### src/rtl/adiabatic_pclk_gen_pkg.sv
// Shared types for the four-phase trapezoidal power-clock generator.
package adiabatic_pkg;

    localparam int NUM_PHASES = 4;

    typedef enum logic [1:0] {
        WAIT      = 2'd0,
        RAMP_UP   = 2'd1,
        HOLD      = 2'd2,
        RAMP_DOWN = 2'd3
    } pclk_stage_e;

    // Maps a running phase's quarter offset from the master quarter onto its stage.
    function automatic pclk_stage_e quarter_to_stage(input logic [1:0] rel);
        pclk_stage_e stg;
        case (rel)
            2'd0:    stg = RAMP_UP;
            2'd1:    stg = HOLD;
            2'd2:    stg = RAMP_DOWN;
            default: stg = WAIT;
        endcase
        return stg;
    endfunction

endpackage

### src/rtl/adiabatic_pclk_gen_if.sv
// Run request in, power-clock rails and per-phase ramp status out.
interface adiabatic_pclk_gen_if
    import adiabatic_pkg::*;
#(
    parameter int CNT_W = 4
);
    logic                                en;
    logic [NUM_PHASES-1:0]               clkpos;
    logic [NUM_PHASES-1:0]               clkneg;
    logic [NUM_PHASES-1:0][CNT_W-1:0]    level;
    logic [NUM_PHASES-1:0][1:0]          stage;
    logic                                period_start;
    logic                                idle;

    modport master (
        input  en,
        output clkpos, clkneg, level, stage, period_start, idle
    );

    modport slave (
        output en,
        input  clkpos, clkneg, level, stage, period_start, idle
    );
endinterface

### src/rtl/adiabatic_pclk_gen_phase.sv
// One power-clock phase: run flag, stage decode and registered rail/level outputs.
module pclk_phase
    import adiabatic_pkg::*;
#(
    parameter int QUARTER_CYCLES = 8,
    parameter int CNT_W          = $clog2(QUARTER_CYCLES + 1)
) (
    input  logic             clk,
    input  logic             rstn,
    input  logic [1:0]       phase_i,
    input  logic             en_i,
    input  logic             start_i,
    input  logic             wrap_i,
    input  logic [1:0]       q_i,
    input  logic [1:0]       q_d_i,
    input  logic [CNT_W-1:0] cnt_d_i,
    output logic             running_d_o,
    output logic [1:0]       stage_o,
    output logic [CNT_W-1:0] level_o,
    output logic             clkpos_o,
    output logic             clkneg_o
);

    localparam logic [CNT_W-1:0] LVL_FULL = CNT_W'(QUARTER_CYCLES);
    localparam logic [CNT_W-1:0] LVL_ONE  = CNT_W'(1);

    logic             running_q, running_d;
    pclk_stage_e      stage_q, stage_d;
    logic [CNT_W-1:0] level_q, level_d;
    logic             clkpos_q, clkpos_d;
    logic             clkneg_q;
    logic             boundary_s;

    // en only matters on the edge where this phase would re-enter RAMP_UP.
    assign boundary_s = wrap_i & ((q_i + 2'd1) == phase_i);

    // Next run flag, then the stage/level the phase shows after this edge.
    always_comb begin
        running_d = running_q;
        stage_d   = WAIT;
        level_d   = '0;
        if (start_i) begin
            running_d = (phase_i == 2'd0);
        end else if (boundary_s) begin
            running_d = en_i;
        end else begin
            running_d = running_q;
        end

        if (running_d) begin
            stage_d = quarter_to_stage(q_d_i - phase_i);
        end else begin
            stage_d = WAIT;
        end

        case (stage_d)
            RAMP_UP:   level_d = cnt_d_i + LVL_ONE;
            HOLD:      level_d = LVL_FULL;
            RAMP_DOWN: level_d = LVL_FULL - LVL_ONE - cnt_d_i;
            default:   level_d = '0;
        endcase
        clkpos_d = (stage_d == HOLD);
    end

    // Phase state and rail registers; rails come straight from flops.
    always_ff @(posedge clk or negedge rstn) begin
        if (!rstn) begin
            running_q <= 1'b0;
            stage_q   <= WAIT;
            level_q   <= '0;
            clkpos_q  <= 1'b0;
            clkneg_q  <= 1'b1;
        end else begin
            running_q <= running_d;
            stage_q   <= stage_d;
            level_q   <= level_d;
            clkpos_q  <= clkpos_d;
            clkneg_q  <= ~clkpos_d;
        end
    end

    assign running_d_o = running_d;
    assign stage_o     = stage_q;
    assign level_o     = level_q;
    assign clkpos_o    = clkpos_q;
    assign clkneg_o    = clkneg_q;

endmodule

### src/rtl/adiabatic_pclk_gen.sv
// Four-phase trapezoidal power-clock generator: master quarter/stage counter plus four phases.
module adiabatic_pclk_gen
    import adiabatic_pkg::*;
#(
    parameter int QUARTER_CYCLES = 8,
    parameter int CNT_W          = $clog2(QUARTER_CYCLES + 1)
) (
    input  logic                 clk,
    input  logic                 rstn,
    adiabatic_pclk_gen_if.master bus
);

    localparam logic [CNT_W-1:0] CNT_LAST = CNT_W'(QUARTER_CYCLES - 1);

    logic [CNT_W-1:0]                 cnt_q, cnt_d;
    logic [1:0]                       q_q, q_d;
    logic                             idle_q, idle_d;
    logic                             period_start_q, period_start_d;
    logic                             start_s, wrap_s;
    logic [NUM_PHASES-1:0]            running_d;
    logic [NUM_PHASES-1:0]            clkpos_s, clkneg_s;
    logic [NUM_PHASES-1:0][CNT_W-1:0] level_s;
    logic [NUM_PHASES-1:0][1:0]       stage_s;

    assign start_s = idle_q & bus.en;
    assign wrap_s  = ~idle_q & (cnt_q == CNT_LAST);

    // Master counter advance; once every phase has parked the counter freezes at zero.
    always_comb begin
        cnt_d          = cnt_q;
        q_d            = q_q;
        idle_d         = ~(|running_d);
        period_start_d = 1'b0;
        if (start_s) begin
            cnt_d          = '0;
            q_d            = 2'd0;
            period_start_d = 1'b1;
        end else if (idle_d) begin
            cnt_d = '0;
            q_d   = 2'd0;
        end else if (wrap_s) begin
            cnt_d          = '0;
            q_d            = q_q + 2'd1;
            period_start_d = (q_q == 2'd3) & running_d[0];
        end else begin
            cnt_d = cnt_q + CNT_W'(1);
        end
    end

    // Master state registers.
    always_ff @(posedge clk or negedge rstn) begin
        if (!rstn) begin
            cnt_q          <= '0;
            q_q            <= 2'd0;
            idle_q         <= 1'b1;
            period_start_q <= 1'b0;
        end else begin
            cnt_q          <= cnt_d;
            q_q            <= q_d;
            idle_q         <= idle_d;
            period_start_q <= period_start_d;
        end
    end

    for (genvar g = 0; g < NUM_PHASES; g++) begin : g_phase
        pclk_phase #(
            .QUARTER_CYCLES (QUARTER_CYCLES),
            .CNT_W          (CNT_W)
        ) u_phase (
            .clk         (clk),
            .rstn        (rstn),
            .phase_i     (2'(g)),
            .en_i        (bus.en),
            .start_i     (start_s),
            .wrap_i      (wrap_s),
            .q_i         (q_q),
            .q_d_i       (q_d),
            .cnt_d_i     (cnt_d),
            .running_d_o (running_d[g]),
            .stage_o     (stage_s[g]),
            .level_o     (level_s[g]),
            .clkpos_o    (clkpos_s[g]),
            .clkneg_o    (clkneg_s[g])
        );
    end

    assign bus.clkpos       = clkpos_s;
    assign bus.clkneg       = clkneg_s;
    assign bus.level        = level_s;
    assign bus.stage        = stage_s;
    assign bus.period_start = period_start_q;
    assign bus.idle         = idle_q;

endmodule

### src/flat_wrapper.sv
// flat-port wrapper written by rule: the top's interface ports become plain ports
module adiabatic_pclk_gen_flat import adiabatic_pkg::*;
#(
    parameter int QUARTER_CYCLES = 8,
    parameter int CNT_W          = $clog2(QUARTER_CYCLES + 1)
)
  (clk, rstn, bus_en, bus_clkpos, bus_clkneg, bus_level, bus_stage, bus_period_start, bus_idle);
  adiabatic_pclk_gen_if #(.CNT_W(CNT_W)) bus_i ();
  input  logic clk;
  input  logic rstn;
  input wire logic [$bits(bus_i.en)-1:0] bus_en;
  output wire logic [$bits(bus_i.clkpos)-1:0] bus_clkpos;
  output wire logic [$bits(bus_i.clkneg)-1:0] bus_clkneg;
  output wire logic [$bits(bus_i.level)-1:0] bus_level;
  output wire logic [$bits(bus_i.stage)-1:0] bus_stage;
  output wire logic [$bits(bus_i.period_start)-1:0] bus_period_start;
  output wire logic [$bits(bus_i.idle)-1:0] bus_idle;
  assign bus_i.en = bus_en;
  assign bus_clkpos = bus_i.clkpos;
  assign bus_clkneg = bus_i.clkneg;
  assign bus_level = bus_i.level;
  assign bus_stage = bus_i.stage;
  assign bus_period_start = bus_i.period_start;
  assign bus_idle = bus_i.idle;
  adiabatic_pclk_gen #(.QUARTER_CYCLES(QUARTER_CYCLES), .CNT_W(CNT_W)) u_core (.clk(clk), .rstn(rstn), .bus(bus_i));
endmodule
### config.mk
export PLATFORM = sky130hd
export DESIGN_NAME = adiabatic_pclk_gen_flat
export DESIGN_NICKNAME = d
export VERILOG_FILES = /design/src/rtl/adiabatic_pclk_gen_pkg.sv /design/src/rtl/adiabatic_pclk_gen_if.sv /design/src/rtl/adiabatic_pclk_gen_phase.sv /design/src/rtl/adiabatic_pclk_gen.sv /design/src/flat_wrapper.sv
export SDC_FILE = /design/constraint.sdc
export NUM_CORES = 1
export LEC_CHECK = 0
export BUFFER_PORTS_ARGS = -buffer_cell sky130_fd_sc_hd__buf_2
export CAP_MARGIN = 10
export CORE_ASPECT_RATIO = 1.25
export CORE_UTILIZATION = 40
export DETAILED_ROUTE_END_ITERATION = 8
export PLACE_DENSITY = 0.66
export SKIP_CTS_REPAIR_TIMING = 1
export SYNTH_ARGS = -nofsm -noshare
export SYNTH_HDL_FRONTEND = slang
export SYNTH_SLANG_ARGS = --single-unit
### constraint.sdc
create_clock -name clk -period 9.4 [get_ports clk]
set_clock_uncertainty 0.2 [all_clocks]
set_input_delay 1.88 -clock clk [delete_from_list [all_inputs] [get_ports clk]]
set_output_delay 1.88 -clock clk [all_outputs]
set_load 0.005 [all_outputs]
==> run_results.csv <==
group,metric,value,unit
status,status,"completed",
cells_and_area,multi_input_area,708.2,µm²
die,placementRows,28,
worst_setup_path,startpoint_type,"input port",
global_routing,grt_antenna_before_repair,0,
power,internal_power,338.1,µW
sta,period_share,43.07,%
worst_setup_path,cp-end-kind,"register",
logic_synthesis,yosysWarnings,0,
power,p_per_area,225.6,nW/µm²
sta,finalMaxSlewViolations,0,
cells_and_area,n_antenna_cell,0,
drt,wire_per_inst,13.90,µm
cells_and_area,regArea,1107,µm²
cells_and_area,finalNonFillerCells,277,
cts,cts-htree-levels,2,
power,switching_share,32.81,%
cells_and_area,final_cell_mix,"39 x dfrtp_1, 36 x buf_2, 23 x nor2_1",
cts,clk_latency,300,ps
sta,setup-tns-final,0,ps
logic_synthesis,synthArstFlopShare,100.0,%
power,pwr-share-seq,44.6,%
die,fp.dieArea,5184,µm²
sta,rsz0062_at_grt,"no",
placement,dp.cells,269,
die,die_y,80.25,µm
die,core-area,4730,µm²
worst_setup_path,arrival,4020,ps
global_routing,grt_use_total,16.67,%
power,p_sw,165.1,µW
cells_and_area,drive_above_1_share,24.88,%
cts,clockBufferDepth,2,
logic_synthesis,postSynthAreaPerCell,10.53,µm²
drt,drc_errors,0,
power,comb_power_share,26.9,%
placement,port_buffers,36,
power,clkPwrFrac,28.5,%
logic_synthesis,ys_seq_area_share,56.51,%
global_routing,grt_max_degree,45,
sta,max_slew.worst_pin.slew,922.6,ps
cts,path_clk_slew,80,ps
cts,cts-root-buf,"clkbuf_8",
sta,slew_headroom,38.49,%
drt,drt_wl_total,3849,µm
cells_and_area,final_nets,225,
sta,fin_crit,4049,ps
logic_synthesis,synth_nets,195,
die,io_pins,37,
global_routing,grt_pass1_wl,6458,µm
worst_setup_path,criticalPathCategory,"in -> reg",
cts,cts.sinks,44,
logic_synthesis,synth-main-ff-cell,"dfrtp_1",
logic_synthesis,netlist_area,1959,µm²
run,cap_violations,0,
cts,cts_tree,"built",
drt,drt_iter0_drc,49,
logic_synthesis,yosysUniqueCellTypes,43,
sta,setup_viol,0,
placement,gp_congestion,0.8822,
drt,routed_via_density,5.065,
cells_and_area,layout_commonest_cell,"dfrtp_1",
sta,hold_viol,0,
logic_synthesis,ys_ff_latch,44,
drt,drtPass1Iterations,6,
cells_and_area,area_delta_synth_final,13.86,%
sta,max_freq,247.0,MHz
drt,ant_nets,0,
die,die_x,64.60,µm
worst_hold_path,min_path_type,"reg -> reg",
die,start_util,41.43,%
power,leakage,0.001169,µW
logic_synthesis,synth_edf_count,0,
worst_setup_path,path_max_fanout,13,
drt,vias,1403,
worst_setup_path,required,9370,ps
global_routing,grt_overflow,0,
placement,dp_hpwl,2808,µm
cts,cts_buffers,5,
logic_synthesis,synth_cells,186,
cells_and_area,fillers,471,
global_routing,grt_pass1_vias,1391,
power,ir_worst_vdd,0.06995,mV
## sequential cells by signal, indices dropped and copies added, names as in the netlist
name and flops:
u_core.bus.period_start 1, u_core.g_phase.u_phase.clkpos_o 4, u_core.g_phase.u_phase.running_q 4, u_core.q_q 2
u_core.g_phase.u_phase.clkneg_o 4, u_core.g_phase.u_phase.stage_o 8, u_core.bus.idle 1, u_core.g_phase.u_phase.level_o 16
u_core.cnt_q 4
## final timing paths
kind	startpoint	to	slack, ps	cells after the start
min reg2reg	u_core.cnt_q[0]$_DFF_PN0_	u_core.cnt_q[0]$_DFF_PN0_	360	1
max in group asynchronous	rstn	u_core.g_phase[0].u_phase.running_q$_DFF_PN0_	6930	1
max reg2reg	u_core.q_q[0]$_DFF_PN0_	u_core.g_phase[3].u_phase.level_o[2]$_DFF_PN0_	5750	11
min	u_core.cnt_q[0]$_DFF_PN0_	u_core.cnt_q[0]$_DFF_PN0_	360	1
max	bus_en	u_core.g_phase[3].u_phase.level_o[2]$_DFF_PN0_	5350	10
min in group asynchronous	rstn	u_core.q_q[0]$_DFF_PN0_	1510	1
## synth_stat cells, drive strengths merged (2+ instances only)
master,count,area [µm²]
a211o,2,17.52
ha,6,75.07
dfrtp,39,975.9
nor3,8,40.04
buf,11,83.82
a211oi,3,27.52
o21ai,7,35.03
nor2,24,92.59
a31oi,2,12.51
xnor2,8,70.07
nand2b,2,12.51
nand3,6,30.03
nand2,16,60.06
and2,4,26.28
clkbuf,2,7.510
mux2i,3,30.03
inv,14,52.55
dfstp,5,131.4
a21oi,7,38.79
## routing by layer
metal  global-route usage [%]  part of all wire, %  vias up
met5                        0                    0        -
met4                    10.89                  3.4        0
met3                    4.119                  5.0       14
met2                    26.53                   49       47
met1                    19.86                   43      668
li1                         -                    -      674
## critical path: stages
cell and delay (ps):
buf_2 140, nor2_1 110, a31oi_1 100, a222oi_1 540, and2_2 400, nor2_2 110
ha_1 280, a211oi_1 230, xnor2_1 150, nor2_1 50
## final cells by class
cell class | instances | area share (%)
clock buffers | 6 | 3.253
clock inverters | 2 | 1.570
multi-input cells | 115 | 31.74
flip-flops and latches | 44 | 49.64
inverters | 14 | 2.356
well taps | 60 | 3.365
repair buffers | 36 | 8.076
## cells by family after synthesis
| family | Yosys count | share of synthesized area, % |
|---|---|---|
| adders and majority gates | 6 | 3.831 |
| muxes | 3 | 1.533 |
| AOI/OAI and AO/OA | 31 | 11.05 |
| xor gates and xnor gates | 9 | 4.023 |
| buffers and inverters | 27 | 7.343 |
| and+or+nand+nor | 66 | 15.71 |
| DFF | 44 | 56.51 |
## power by group through the flow
| stage | Clock (µW) | Combinational (µW) | Sequential, µW |
|---|---|---|---|
| 2_1_floorplan | 0 | 101 | 225 |
| 3_3_place_gp | 0 | 131 | 227 |
| 3_5_place_dp | 0 | 134 | 227 |
| 4_1_cts | 145 | 134 | 224 |
| 5_1_grt | 153 | 154 | 227 |
| 6_report | 143 | 135 | 225 |
## metrics by stage
stage	hold WS (ps)	power, µW	worst slack [ps]	instance area [µm²]	utilization, %
after CTS	360.0	503.7	5348	2231	47.17
final	357.0	503.2	5351	2231	47.17
after global routing	398.0	534.7	5120	2231	47.17
after global placement	335.6	358.0	5133	2123	44.89
after detailed placement	343.4	360.6	5064	2123	44.89
after floorplan	298.7	325.9	5335	1959	-
No activity file was read; power rests on OpenSTA's default activity.
